`config.mk`:
```
export PLATFORM = sky130hd
export DESIGN_NAME = instruction_fetch
export DESIGN_NICKNAME = d
export VERILOG_FILES = /design/src/rtl/snuld_pkg.sv /design/src/rtl/fetch_pc_reg.sv /design/src/rtl/instruction_fetch.sv
export SDC_FILE = /design/constraint.sdc
export NUM_CORES = 1
export LEC_CHECK = 0
export CAP_MARGIN = 20
export CORE_MARGIN = 2
export CORE_UTILIZATION = 30
export CTS_CLUSTER_SIZE = 20
export DETAILED_ROUTE_END_ITERATION = 7
export PLACE_DENSITY = 0.61
export SYNTH_ARGS = -nofsm -noshare
export SYNTH_HDL_FRONTEND = slang
export SYNTH_HIERARCHICAL = 1
export SYNTH_SLANG_ARGS = --single-unit
```
`constraint.sdc`:
```
create_clock -name clk -period 1.95 [get_ports clk]
set_clock_uncertainty 0.05 [all_clocks]
set_input_delay 0.39 -clock clk [delete_from_list [all_inputs] [get_ports clk]]
set_output_delay 0.39 -clock clk [all_outputs]
set_load 0.05 [all_outputs]
```
`src/rtl/snuld_pkg.sv`:
```
// -----------------------------------------------------------------------------
// snuld_pkg
//   Definitions shared by the fetch stage and the controller:
//   - fetch FSM state encoding (FETCH / WAIT / DECODE)
//   - instruction register field positions
//   - instruction mode constants
//   - helper that sign-extends the 4-bit immediate field
// -----------------------------------------------------------------------------
package snuld_pkg;

    // Fetch FSM state encoding
    localparam logic [1:0] ST_FETCH  = 2'd0;
    localparam logic [1:0] ST_WAIT   = 2'd1;
    localparam logic [1:0] ST_DECODE = 2'd2;

    // Instruction register field positions (LSB of each 2-bit field)
    localparam int unsigned IR_MODE_LSB = 6;
    localparam int unsigned IR_OP_LSB   = 4;
    localparam int unsigned IR_RS_LSB   = 2;
    localparam int unsigned IR_RT_LSB   = 0;

    // Instruction modes (IR[7:6])
    localparam logic [1:0] MODE_JMP = 2'b00;
    localparam logic [1:0] MODE_LD  = 2'b01;
    localparam logic [1:0] MODE_ST  = 2'b10;
    localparam logic [1:0] MODE_ALU = 2'b11;

    // Immediate is the low nibble of the instruction, sign-extended to a byte
    function automatic logic [7:0] sext_imm4(input logic [3:0] nib);
        return {{4{nib[3]}}, nib};
    endfunction

endpackage

```
`src/rtl/fetch_pc_reg.sv`:
```
// -----------------------------------------------------------------------------
// fetch_pc_reg
//   Program counter register for the fetch stage.
//   Ports:
//     clk        in   clock, rising edge
//     reset      in   synchronous active-high reset, loads RESET_PC
//     advance_i  in   instruction accepted by execute: update pc this cycle
//     load_i     in   with advance_i: take branch target instead of pc+1
//     target_i   in   branch target
//     pc_o       out  current program counter
// -----------------------------------------------------------------------------
module fetch_pc_reg #(
    parameter int unsigned          ADDR_W   = 8,
    parameter logic [ADDR_W-1:0]    RESET_PC = '0
) (
    input  logic              clk,
    input  logic              reset,
    input  logic              advance_i,
    input  logic              load_i,
    input  logic [ADDR_W-1:0] target_i,
    output logic [ADDR_W-1:0] pc_o
);

    logic [ADDR_W-1:0] pc_q;
    logic [ADDR_W-1:0] pc_d;

    // Sequential increment wraps naturally at 2^ADDR_W
    always_comb begin
        pc_d = pc_q;
        if (advance_i) begin
            pc_d = load_i ? target_i : pc_q + ADDR_W'(1);
        end
    end

    always_ff @(posedge clk) begin
        if (reset) begin
            pc_q <= RESET_PC;
        end else begin
            pc_q <= pc_d;
        end
    end

    assign pc_o = pc_q;

endmodule

```
`src/rtl/instruction_fetch.sv`:
```
// -----------------------------------------------------------------------------
// instruction_fetch
//   Front-end stage: fetches one 8-bit instruction per step over a req/valid
//   handshake, latches it in IR and presents decoded fields with inst_valid
//   until execute acknowledges, then advances or branches the PC.
//   Ports:
//     clk, reset            clock / synchronous active-high reset
//     halt                  blocks new fetches (FETCH -> WAIT)
//     imem_req, imem_addr   one-cycle fetch request, address = pc
//     imem_valid, imem_rdata response strobe and instruction byte
//     inst_valid            IR holds an instruction awaiting execute
//     mode/opcode/rs/rt/imm decoded IR fields
//     pc_out                address of the instruction in IR
//     exec_ack, pc_write, pc_target  execute handshake and branch request
// -----------------------------------------------------------------------------
module instruction_fetch
    import snuld_pkg::*;
#(
    parameter int unsigned          ADDR_W   = 8,
    parameter logic [ADDR_W-1:0]    RESET_PC = '0
) (
    input  logic              clk,
    input  logic              reset,
    input  logic              halt,
    output logic              imem_req,
    output logic [ADDR_W-1:0] imem_addr,
    input  logic              imem_valid,
    input  logic [7:0]        imem_rdata,
    output logic              inst_valid,
    output logic [1:0]        mode,
    output logic [1:0]        opcode,
    output logic [1:0]        rs,
    output logic [1:0]        rt,
    output logic [7:0]        imm,
    output logic [ADDR_W-1:0] pc_out,
    input  logic              exec_ack,
    input  logic              pc_write,
    input  logic [ADDR_W-1:0] pc_target
);

    logic [1:0]        state_q, state_d;
    logic [7:0]        ir_q, ir_d;
    logic [ADDR_W-1:0] pc_out_q, pc_out_d;
    logic [ADDR_W-1:0] pc;
    logic              ack_take;

    fetch_pc_reg #(
        .ADDR_W   (ADDR_W),
        .RESET_PC (RESET_PC)
    ) u_pc (
        .clk       (clk),
        .reset     (reset),
        .advance_i (ack_take),
        .load_i    (pc_write),
        .target_i  (pc_target),
        .pc_o      (pc)
    );

    always_comb begin
        state_d  = state_q;
        ir_d     = ir_q;
        pc_out_d = pc_out_q;
        ack_take = 1'b0;
        case (state_q)
            ST_FETCH: begin
                if (!halt) state_d = ST_WAIT;
            end
            ST_WAIT: begin
                if (imem_valid) begin
                    ir_d     = imem_rdata;
                    pc_out_d = pc;
                    state_d  = ST_DECODE;
                end
            end
            ST_DECODE: begin
                if (exec_ack) begin
                    ack_take = 1'b1;
                    state_d  = ST_FETCH;
                end
            end
            default: state_d = ST_FETCH;
        endcase
    end

    always_ff @(posedge clk) begin
        if (reset) begin
            state_q  <= ST_FETCH;
            ir_q     <= '0;
            pc_out_q <= RESET_PC;
        end else begin
            state_q  <= state_d;
            ir_q     <= ir_d;
            pc_out_q <= pc_out_d;
        end
    end

    // Request is combinational so it can rise the cycle right after an ack;
    // gated by reset so no request escapes while reset is held.
    assign imem_req   = (state_q == ST_FETCH) && !halt && !reset;
    assign imem_addr  = pc;
    assign inst_valid = (state_q == ST_DECODE);
    assign pc_out     = pc_out_q;

    assign mode   = ir_q[IR_MODE_LSB +: 2];
    assign opcode = ir_q[IR_OP_LSB   +: 2];
    assign rs     = ir_q[IR_RS_LSB   +: 2];
    assign rt     = ir_q[IR_RT_LSB   +: 2];
    assign imm    = sext_imm4(ir_q[3:0]);

endmodule
```
==> results.txt, run 1 <==
- H-tree levels: 1
- Final HPWL DP: 2.32 mm
- Clock buffer depth: 2
* Power Dens Cells: 639 nW/um^2
- Combinational Power Share: 0.192
- Total global routing overflow: 0
- Final count of pins violating max slew: 0
* Weighted congestion at the end of routability-driven global placement: 0.780
* Max Clock Freq: 0.528 GHz
* Number of diodes: 0
- Number of antenna violations at the first check in global routing: 0
* Drt drc: 0
* Tightest Pin Transition: 0.512 ns
* Signal arrival time at the worst endpoint: 1.45 ns
- CTS buffer count: 3
- After routing, the total negative slack on setup checks comes to 0 ns.
* Iteration-0 DRC count of the detailed router: 35
- Per-cell routed wire length: 12.7 um
- Core region area: 4350 um^2
* Number of buffers inserted by port buffering: 55
* Number of vias per cell after detailed routing: 4.79
- Part of the Yosys area used for sequential elements: 0.384
* Avg Inst Size Synth: 9.29 um^2
- For met3 alone, demand over resource in global routing was 0.0281.
- Leakage power total: 0.731 nW
* Period utilization: 0.971
- Setup violations remaining at the end of the flow were counted as 0.
- Summing over every cut layer, the via total after detailed routing is 1179.
- IR analysis of the VDD net gives a maximum drop of 0.260 mV.
- Share of power burned in the clock network: 0.358
* Via count of the first global-routing pass: 1202
- Clock latency on the worst-skew pair, taken at its later pin, is 0.27 ns.
- Switching power of the nets: 0.000312 W
* Cell internal power dissipation: 0.000931 W
- Counting flops and latches in the post-synthesis netlist gives 26.
- Result of the run: finished clean
* Starting density of the core: 0.311
- Setup repair after global routing left no endpoint under its margin.
* Slowest-stage cell, CP: sky130_fd_sc_hd__clkdlybuf4s50_1
- Post-layout nets: 218
- For met2 alone, demand over resource in global routing was 0.220.
- Traced cell by cell, the critical path runs through clkdlybuf4s50_1.
* Post-synthesis instance total: 146
- Number of maximum-capacitance constraint violations: 0
- Clock tree from TritonCTS: yes
- Buffer type at the clock tree root: sky130_fd_sc_hd__clkbuf_8
- The final layout contains routed wiring with a total length of 3.12 mm.
- In the global route stage, met1 resource usage came out at 0.152.
- Worst endpoint required time: 1.51 ns
- During I/O placement, the number of pins put on the boundary was 56.
- On the critical path the largest part of the delay comes from buffers and inverters.
- Number of buffers and inverters on the critical path: 1
- Row cnt: 24
* First-pass GRT wire length: 5.25 mm
- Normalized max-slew margin: 0.658
- Min Clock Period, post-route: 1.89 ns
- Maximum single-stage delay on the critical path: 0.82 ns
* Element type at the critical path start: flip-flop
* Clock slew at the register clock pins of the worst setup and hold paths: 0.09 ns
* Remaining antenna violation count: 0
- Highest fanout seen on the critical path: 3
* Sequential share of power: 0.450
- In this run the horizontal extent of the chip is 71.2 um.
- CTS saw 26 sinks.
* Total die area: 5080 um^2
- For this run, the detailed router's first-pass iteration total came to 4.
* Die Y: 71.2 um
* Proportion of layout cells with a drive suffix above 1: 0.186
- Area overhead of the layout relative to synthesis: 43.5%
- Yosys warning count: 6
- The final hold violation count came to 0.
* Global-route usage over all layers: 0.126
- The worst setup path is captured at a primary output.
- Synthesized Nets: 169
- The min-delay analysis places its worst path in the category reg2reg.
* Worst setup path category: reg2out
- Switching portion of total power: 0.251
* Netlist cell types: 36
- Maximum number of pins on one net before global-route repair: 28
- Filler cell count in the final layout: 438
- Area of the mapped netlist: 1360 um^2
* Busiest layer in global routing: met2
* Power Total: 0.00124 W
-- final timing paths --
path | startpoint | end | slack (ns) | cells after the start
max | ir_q[1] | imm[1] | 0.06 | 1
min | pc_out[4] | pc_out[4] | 0.43 | 2
max reg2reg | u_pc/pc_o[0] | u_pc/pc_o[6] | 0.29 | 4
min reg2reg | pc_out[4] | pc_out[4] | 0.43 | 2
-- logic make-up after synthesis --
family | Yosys count | synth area share
AOI/OAI and AO/OA | 25 | 0.122
adders and majority gates | 1 | 0.00922
buffers and inverters | 18 | 0.0904
DFF | 26 | 0.384
muxes | 17 | 0.125
and+or+nand+nor | 59 | 0.269
-- Yosys cell counts --
| master | number | area share |
|---|---|---|
| sky130_fd_sc_hd__a2111oi_0 | 1 | 0.0065 |
| sky130_fd_sc_hd__a211oi_1 | 3 | 0.017 |
| sky130_fd_sc_hd__a21oi_1 | 6 | 0.022 |
| sky130_fd_sc_hd__a31o_1 | 1 | 0.0065 |
| sky130_fd_sc_hd__a31oi_1 | 4 | 0.018 |
| sky130_fd_sc_hd__and2_1 | 2 | 0.0092 |
| sky130_fd_sc_hd__and3_1 | 3 | 0.014 |
| sky130_fd_sc_hd__and3b_1 | 1 | 0.0065 |
| sky130_fd_sc_hd__buf_1 | 1 | 0.0028 |
| sky130_fd_sc_hd__buf_12 | 1 | 0.015 |
| sky130_fd_sc_hd__buf_2 | 1 | 0.0037 |
| sky130_fd_sc_hd__buf_4 | 8 | 0.044 |
| sky130_fd_sc_hd__buf_6 | 1 | 0.0083 |
| sky130_fd_sc_hd__clkbuf_1 | 4 | 0.011 |
| sky130_fd_sc_hd__dfxtp_1 | 26 | 0.38 |
| sky130_fd_sc_hd__ha_1 | 1 | 0.0092 |
| sky130_fd_sc_hd__inv_1 | 2 | 0.0055 |
| sky130_fd_sc_hd__mux2i_1 | 17 | 0.13 |
| sky130_fd_sc_hd__nand2_1 | 4 | 0.011 |
| sky130_fd_sc_hd__nand2b_1 | 33 | 0.15 |
| sky130_fd_sc_hd__nand2b_2 | 1 | 0.0065 |
| sky130_fd_sc_hd__nand3_1 | 1 | 0.0037 |
| sky130_fd_sc_hd__nand3_2 | 1 | 0.0074 |
| sky130_fd_sc_hd__nand4_1 | 1 | 0.0046 |
| sky130_fd_sc_hd__nor2_1 | 3 | 0.0083 |
| sky130_fd_sc_hd__nor2b_1 | 3 | 0.014 |
| sky130_fd_sc_hd__nor3b_1 | 2 | 0.011 |
| sky130_fd_sc_hd__nor4_1 | 1 | 0.0046 |
| sky130_fd_sc_hd__o211ai_1 | 3 | 0.017 |
| sky130_fd_sc_hd__o21ai_0 | 1 | 0.0037 |
| sky130_fd_sc_hd__o21ai_1 | 2 | 0.0074 |
| sky130_fd_sc_hd__o21ba_2 | 1 | 0.0074 |
| sky130_fd_sc_hd__o22ai_1 | 1 | 0.0046 |
| sky130_fd_sc_hd__o31a_1 | 1 | 0.0065 |
| sky130_fd_sc_hd__o31ai_1 | 1 | 0.0055 |
| sky130_fd_sc_hd__or4_1 | 3 | 0.017 |
-- registers in the layout, summed over array words and instances, names as in the netlist --
signal	flops
state_q	2
ir_q	8
pc_out	8
u_pc/pc_o	8
-- stage by stage --
| step | instances | setup slack, ns | utilization | hold slack (ns) | cell area (um^2) |
|---|---|---|---|---|---|
| 6_report | 246 | 0.0574 | 0.447 | 0.429 | 1950 |
| 3_3_place_gp | 242 | 0.108 | 0.430 | 0.408 | 1870 |
| 5_1_grt | 246 | 0.0154 | 0.447 | 0.458 | 1950 |
| 2_1_floorplan | 146 | 0.0521 | - | 0.412 | 1370 |
| 4_1_cts | 246 | 0.0366 | 0.447 | 0.437 | 1940 |
| 3_5_place_dp | 242 | 0.0481 | 0.430 | 0.420 | 1870 |
-- area by class of cell --
class	count	area [um^2]	area share
clock inverter	1	30.0	0.0154
sequential	26	520	0.267
multi-input combinational	102	722	0.371
tap	52	65.1	0.0334
clock buffer	3	41.3	0.0212
timing repair buffer	60	561	0.288
inverter	2	7.51	0.00386
-- cells in the final DEF, fill, tap and decap left out, types with 2 or more instances in the layout --
cell type                         synthesis  final
sky130_fd_sc_hd__inv_1                    2      2
sky130_fd_sc_hd__nor2_1                   3      3
sky130_fd_sc_hd__buf_4                    8     25
sky130_fd_sc_hd__a31oi_1                  4      4
sky130_fd_sc_hd__nand2_1                  4      4
sky130_fd_sc_hd__and2_1                   2      2
sky130_fd_sc_hd__o21ai_1                  2      2
sky130_fd_sc_hd__buf_12                   1      2
sky130_fd_sc_hd__and3_1                   3      3
sky130_fd_sc_hd__a21oi_1                  6      6
sky130_fd_sc_hd__nand2b_1                33     33
sky130_fd_sc_hd__clkbuf_8                 0      3
sky130_fd_sc_hd__mux2i_1                 17     17
sky130_fd_sc_hd__a211oi_1                 3      3
sky130_fd_sc_hd__dfxtp_1                 26     26
sky130_fd_sc_hd__or4_1                    3      3
sky130_fd_sc_hd__nor3b_1                  2      2
sky130_fd_sc_hd__clkdlybuf4s50_1          0     32
sky130_fd_sc_hd__o211ai_1                 3      3
sky130_fd_sc_hd__nor2b_1                  3      2
-- layer usage --
metal	part of all wire	wire (um)
met5	0	0
met4	0.012	37
met3	0.068	213
met2	0.46	1430
met1	0.46	1430
-- power groups by stage --
stage	clock [W]	sequential (W)	combinational, W
after floorplan	0	0.000606	0.000118
after global placement	0	0.000571	0.000238
after detailed placement	0	0.000573	0.000240
after CTS	0.000466	0.000560	0.000241
after global routing	0.000483	0.000563	0.000253
final	0.000445	0.000560	0.000239
-- timing repair --
action | in CTS | in global routing
resized for setup | 0 | 1
hold buffers | 0 | 0
setup buffers | 0 | 0
setup endpoints to repair | 0 | 1
No activity file was read; power rests on OpenSTA's default activity.
==> inputs of run 2 (changes only) <==
CORE_MARGIN = 1.5   (was 2)
==> run 2 against run 1 <==
Against the previous run: via count grew 2.1%; largest cell class unchanged; worst hold slack gained 0.0030 ns; largest power group unchanged; worst setup slack gained 0.0046 ns; wire length grew 6.8%; critical path depth is the same; highest routed layer unchanged; sequential share of layout area is essentially flat; critical endpoint is now rt[1].
==> results.txt, run 2 (synthesized netlist as in run 1, its figures left out) <==
- The height of the die came to 70.2 um (was 71.2 um).
* Clock buffer depth: 2 (unchanged)
- Maximum number of pins on one net before global-route repair: 43 (was 28)
- I/O pin count: 56 (unchanged)
- Cells along the critical path: clkdlybuf4s50_1 (unchanged)
* Area overhead of the layout relative to synthesis: 43.4% (was 43.5%)
* Number of diodes: 0 (unchanged)
- Number of antenna violations at the first check in global routing: 0 (unchanged)
- The global placement routability congestion was 0.762 (was 0.780).
- Drt drc: 0 (unchanged)
* Result of the run: finished clean (unchanged)
* Setup WS pre-CTS: 0.0950 ns (was 0.0481 ns)
* Signal arrival time at the worst endpoint: 1.45 ns (about the same)
* Kind of end point of the critical path: primary output (unchanged)
- Maximum single-stage delay on the critical path: 0.81 ns (was 0.82 ns)
- The clock transition time at the flip-flop clock pins of the worst setup and hold paths was 0.09 ns (about the same).
* Core region area: 4350 um^2 (unchanged)
- Via count of the first global-routing pass: 1229 (was 1202)
- The number of pins with negative max-slew slack in the final report came to 0 (unchanged).
- The family with the most delay on the worst path is buffers and inverters (unchanged).
- The critical path's slowest cell was sky130_fd_sc_hd__clkdlybuf4s50_1 (unchanged).
* Max Clock Freq: 0.530 GHz (was 0.528 GHz)
- CTS buffer count: 3 (unchanged)
- The total die area was 4930 um^2 (was 5080 um^2).
* Power Total: 0.00125 W (was 0.00124 W)
* Starting density of the core: 0.311 (unchanged)
* Power Dens Cells: 643 nW/um^2 (was 639 nW/um^2)
* Row cnt: 24 (unchanged)
* Tightest Pin Transition: 0.521 ns (was 0.512 ns)
- Per-cell routed wire length: 13.6 um (was 12.7 um)
* Remaining antenna violation count: 0 (unchanged)
* Sum Neg Setup Slack: 0 ns (unchanged)
* Period utilization: 0.968 (was 0.971)
- The highest net fanout along the worst path was 3 (unchanged).
- The combined global-route utilization of all metal layers was 0.135 (was 0.126).
- The final-report setup violation count came to 0 (unchanged).
* Final HPWL DP: 2.43 mm (was 2.32 mm)
- Commonest non-fill, non-tap cells in the layout: 33 x sky130_fd_sc_hd__nand2b_1, 30 x sky130_fd_sc_hd__clkdlybuf4s50_1, 26 x sky130_fd_sc_hd__dfxtp_1 (was 33 x sky130_fd_sc_hd__nand2b_1, 32 x sky130_fd_sc_hd__clkdlybuf4s50_1, 26 x sky130_fd_sc_hd__dfxtp_1)
- Clock Latency Late Sink: 0.27 ns (about the same)
- Total global routing overflow: 0 (unchanged)
- Count of TritonRoute iterations in the first routing pass: 4 (unchanged)
- The sink count of the clock tree was 26 (unchanged).
- Commonest non-fill, non-tap cell in the layout: sky130_fd_sc_hd__nand2b_1 (unchanged)
* Number of buffers inserted by port buffering: 55 (unchanged)
- The deepest level of the CTS H-tree was 1 (unchanged).
- Hold violation count in the final report: 0 (unchanged)
* Iteration-0 DRC count of the detailed router: 24 (was 35)
* Setup slack after layout: 0.0620 ns (was 0.0574 ns)
- Number of buffers and inverters on the critical path: 1 (unchanged)
- First-pass GRT wire length: 5.44 mm (was 5.25 mm)
- The number of vias in the routed layout was 1204 (was 1179).
- The number of violations of the max-capacitance limit came to 0 (unchanged).
* Quantity of hold-fixing buffers added after cts: 0 (unchanged)
- The total detailed-routing wirelength is 3.33 mm (was 3.12 mm).
- The die extent in x came to 70.2 um (was 71.2 um).
- IR drop worst, VDD: 0.217 mV (was 0.260 mV)
- The critical path start-end classification was reg2out (unchanged).
* Hold/Removal Path Class: reg2reg (unchanged)
- The proportion of layout cells with a drive suffix above 1 was 0.181 (was 0.186).
- The worst endpoint required time is 1.51 ns (about the same).
- The CTS tree is yes (unchanged).
- Number of vias per cell after detailed routing: 4.91 (was 4.79)
* Unrepaired setup endpoints after global routing: false (unchanged)
- The worst-case headroom to the max-slew limit is 0.652 (was 0.658).
* Post-layout nets: 217 (was 218)
- Leakage power total: 0.761 nW (was 0.731 nW)
- The kind of start point of the critical path is a flip-flop (unchanged).
- The clock tree root driver cell is sky130_fd_sc_hd__clkbuf_8 (unchanged).
- The post-CTS setup repair buffer count came to 0 (unchanged).
* Min Clock Period, post-route: 1.89 ns (about the same)
-- run 2: changes by cell type in the layout (fill, tap and decap cells not counted) --
cell / previous run / this run
sky130_fd_sc_hd__clkdlybuf4s50_1: 32 / 30
sky130_fd_sc_hd__dlymetal6s2s_1: 1 / 3
sky130_fd_sc_hd__buf_4: 25 / 24
-- run 2: final timing paths --
check | start | endpoint | slack [ns] | cells after the start
hold / removal | ir_q[6] | ir_q[6] | 0.43 | 2
setup / recovery | ir_q[1] | rt[1] | 0.06 | 1
setup reg to reg | u_pc/pc_o[0] | u_pc/pc_o[6] | 0.32 | 4
hold reg to reg | ir_q[6] | ir_q[6] | 0.43 | 2
-- run 2: stage by stage --
step	util	area, um^2	std cells	hold WS [ns]
6_report	0.447	1940	245	0.432
5_1_grt	0.447	1940	245	0.447
4_1_cts	0.445	1940	245	0.437
3_5_place_dp	0.428	1870	241	0.416
3_3_place_gp	0.428	1870	241	0.409
2_1_floorplan	-	1370	146	0.412
-- run 2: final cells by class --
cell class                      instances  area [um^2]
Tap cell                               52         65.1
Multi-Input combinational cell        102          722
Sequential cell                        26          520
Fill cell                             437         2410
Clock inverter                          1         30.0
Timing Repair Buffer                   59          558
Clock buffer                            3         41.3
Inverter                                2         7.51
-- run 2: timing repair --
action	in CTS	in global routing
resized for setup	0	3
setup endpoints to repair	0	3
endpoints found under the hold margin	0	0
-- run 2: tightest hold or removal path: cells and delay by family, from the launching register on --
| family | cells | cell delay [ns] |
|---|---|---|
| multiplexers | 1 | 0.06 |
| flip-flops | 1 | 0.32 |
| AND/OR/NAND/NOR | 1 | 0.06 |
-- run 2: power breakdown --
part | switching (W) | internal (W) | leakage [nW]
Sequential | 0.0000157 | 0.000544 | 0.210
Clock | 0.000177 | 0.000275 | 0.0357
Combinational | 0.000128 | 0.000111 | 0.515
Total | 0.000320 | 0.000930 | 0.761
-- run 2: metal layers --
layer / global-route usage / up-vias / wire (um)
met3: 0.0404 / 5 / 224
li1: - / 597 / -
met5: 0 / - / 0
met4: 0.0449 / 0 / 34
met2: 0.237 / 59 / 1630
met1: 0.154 / 543 / 1440
==> inputs of run 3 (changes only) <==
CORE_MARGIN = unset   (was 1.5)
CTS_CLUSTER_SIZE = 14   (was 20)
==> run 3 against run 2 <==
Against the previous run: cell area decreased by 0.45%; via count decreased by 2.0%; global-route usage decreased by 0.80 points; critical endpoint is now imm[1]; fmax about the same; final cell count unchanged; sequential share of layout area increased by 0.12 points; worst hold slack got worse by 0.0031 ns; utilization decreased by 0.20 points; non-clock buffer count unchanged.
==> results.txt, run 3 (synthesized netlist as in run 1, its figures left out) <==
- Result of the run: finished clean (unchanged).
- The half-perimeter wire length after placement is 2.17 mm (was 2.43 mm).
- IR drop worst, VDD: 0.377 mV (was 0.217 mV)
* Row cnt: 24 (unchanged)
- The clock tree root driver cell is sky130_fd_sc_hd__clkbuf_8 (unchanged).
* Start point of the critical path: ir_q[1] (unchanged)
- Number of diodes: 0 (unchanged)
- Area overhead of the layout relative to synthesis: 42.7% (was 43.4%)
- The largest net degree at the start of global routing is 44 (was 43).
- The worst path arrival time came to 1.45 ns (about the same).
* Number of standard cells in the final layout excluding fillers: 245 (unchanged)
- The timing-limited maximum frequency came to 0.529 GHz (was 0.530 GHz).
- Worst Setup EP: imm[1] (was rt[1])
* Min Clock Period, post-route: 1.89 ns (about the same)
* WP depth: 1 (unchanged)
* Highest fanout seen on the critical path: 3 (unchanged)
- Final count of pins violating max slew: 0 (unchanged)
- The share of total power in combinational logic came to 0.209 (was 0.191).
- Period utilization: 0.969 (was 0.968)
- The worst endpoint required time came to 1.51 ns (about the same).
- The via density per instance was 4.82 (was 4.91).
- The register-to-register setup slack came to 0.34 ns (was 0.32 ns).
- Weighted congestion at the end of routability-driven global placement: 0.779 (was 0.762)
- The kind of start point of the critical path was a flip-flop (unchanged).
- Filler cell count in the final layout: 426 (was 437)
* Area after DPL: 1880 um^2 (was 1870 um^2)
* Setup WS pre-CTS: 0.0885 ns (was 0.0950 ns)
- The critical path start-end classification is reg2out (unchanged).
* Aggregate routed wire length: 3.03 mm (was 3.33 mm)
* H-tree levels: 1 (unchanged)
- The combined global-route utilization of all metal layers was 0.127 (was 0.135).
- Number of antenna violations at the first check in global routing: 0 (unchanged)
- The startpoint of the most critical register-to-register path is u_pc/pc_o[0] (unchanged).
* Sum Neg Setup Slack: 0 ns (unchanged)
* Post-layout nets: 217 (unchanged)
* I/O pin count: 56 (unchanged)
* Maximum single-stage delay on the critical path: 0.81 ns (about the same)
* Total global routing overflow: 0 (unchanged)
- Clock slew at the register clock pins of the worst setup and hold paths: 0.09 ns (about the same)
* Commonest non-fill, non-tap cell in the layout: sky130_fd_sc_hd__clkdlybuf4s50_1 (was sky130_fd_sc_hd__nand2b_1)
- X dimension of the die: 69.2 um (was 70.2 um)
* Tightest Pin Transition: 0.496 ns (was 0.521 ns)
- Count of TritonRoute iterations in the first routing pass: 4 (unchanged)
- The number of buffers added by the clock tree synthesis step was 3 (unchanged).
- Clock Latency Late Sink: 0.27 ns (about the same)
- The final hold slack came to 0.428 ns (was 0.432 ns).
- Clock tree from TritonCTS: yes (unchanged)
- Starting density of the core: 0.311 (unchanged)
- The post-CTS setup repair buffer count is 0 (unchanged).
* Number of maximum-capacitance constraint violations: 0 (unchanged)
- The hold-fix buffer count after cts came to 0 (unchanged).
- Dpl cells: 241 (unchanged)
- The worst-case headroom to the max-slew limit came to 0.669 (was 0.652).
- The number of vias in the routed layout came to 1180 (was 1204).
- The number of remaining DRC errors was 0 (unchanged).
- Leakage power total: 0.704 nW (was 0.761 nW)
* Commonest non-fill, non-tap cells in the layout: 34 x sky130_fd_sc_hd__clkdlybuf4s50_1, 33 x sky130_fd_sc_hd__nand2b_1, 26 x sky130_fd_sc_hd__dfxtp_1 (was 33 x sky130_fd_sc_hd__nand2b_1, 30 x sky130_fd_sc_hd__clkdlybuf4s50_1, 26 x sky130_fd_sc_hd__dfxtp_1)
- Unrepaired setup endpoints after global routing: false (unchanged).
- Hold violation count in the final report: 0 (unchanged)
- Setup slack after layout: 0.0606 ns (was 0.0620 ns)
- Worst reg-to-reg path cell count: 4 (unchanged)
* Cell internal power dissipation: 0.000839 W (was 0.000930 W)
- Core region area: 4350 um^2 (unchanged)
* Post-CTS resize count: 0 (unchanged)
* Switching portion of total power: 0.272 (was 0.256)
- The type of the worst min-delay path is reg2reg (unchanged).
- Cells along the critical path: clkdlybuf4s50_1 (unchanged)
* Switching power of the nets: 0.000313 W (was 0.000320 W)
* Kind of end point of the critical path: primary output (unchanged)
* Remaining antenna violation count: 0 (unchanged)
- The buffer depth of the longest clock path came to 2 (unchanged).
- The initial detailed-routing violation count is 36 (was 24).
* Sequential share of power: 0.486 (was 0.448)
- Delay-heaviest family, CP: buffers and inverters (unchanged)
- Reg-to-Reg End: u_pc/pc_o[6] (unchanged)
* Setup Viol. Count Final: 0 (unchanged)
- Proportion of layout cells with a drive suffix above 1: 0.176 (was 0.181)
- The clock group share of total power was 0.305 (was 0.361).
- Total die area: 4790 um^2 (was 4930 um^2)
- The post-route cell area came to 1940 um^2 (about the same).
* Die Y: 69.2 um (was 70.2 um)
- The detailed-route wire length per cell came to 12.4 um (was 13.6 um).
* Power Dens Cells: 595 nW/um^2 (was 643 nW/um^2)
- Number of buffers and inverters on the critical path: 1 (unchanged)
- Via count of the first global-routing pass: 1094 (was 1229)
- The critical path's slowest cell was sky130_fd_sc_hd__clkdlybuf4s50_1 (unchanged).
- The total of buffers placed on input and output ports is 55 (unchanged).
- Clock sink count: 26 (unchanged)
- The global-route wire length before repair is 5.06 mm (was 5.44 mm).
-- run 3: worst min-delay path by stage --
stage | start | to | cells past startpoint
after floorplan | state_q[1] | state_q[0] | 1
after global placement | ir_q[5] | ir_q[5] | 2
after detailed placement | pc_out[3] | pc_out[3] | 2
after CTS | pc_out[3] | pc_out[3] | 2
after global routing | pc_out[1] | pc_out[1] | 2
final | pc_out[3] | pc_out[3] | 2
-- run 3: stage by stage --
stage	power, W	util
final	0.00115	0.445
after global routing	0.00120	0.445
after CTS	0.00117	0.445
after detailed placement	0.000815	0.432
after global placement	0.000810	0.432
after floorplan	0.000724	-
-- run 3: area by class of cell --
cell class	count	area, um^2	area share
Multi-Input combinational cell	102	722	0.373
Timing Repair Buffer	59	566	0.292
Sequential cell	26	520	0.269
Tap cell	52	65.1	0.0336
Clock buffer	4	55.1	0.0284
Inverter	2	7.51	0.00388
-- run 3: routing by layer --
metal  vias to the layer above  wire length (um)  track usage
li1                        601                 -            -
met1                       521              1480        0.168
met2                        56              1300        0.197
met3                         2               244       0.0436
met4                         0                11       0.0295
met5                         -                 0            0
-- run 3: power groups by stage --
stage | logic [W] | clock network, W | registers [W]
after global placement | 0.000239 | 0 | 0.000571
after floorplan | 0.000118 | 0 | 0.000606
after detailed placement | 0.000242 | 0 | 0.000573
after global routing | 0.000253 | 0.000383 | 0.000563
final | 0.000241 | 0.000351 | 0.000560
after CTS | 0.000243 | 0.000367 | 0.000560
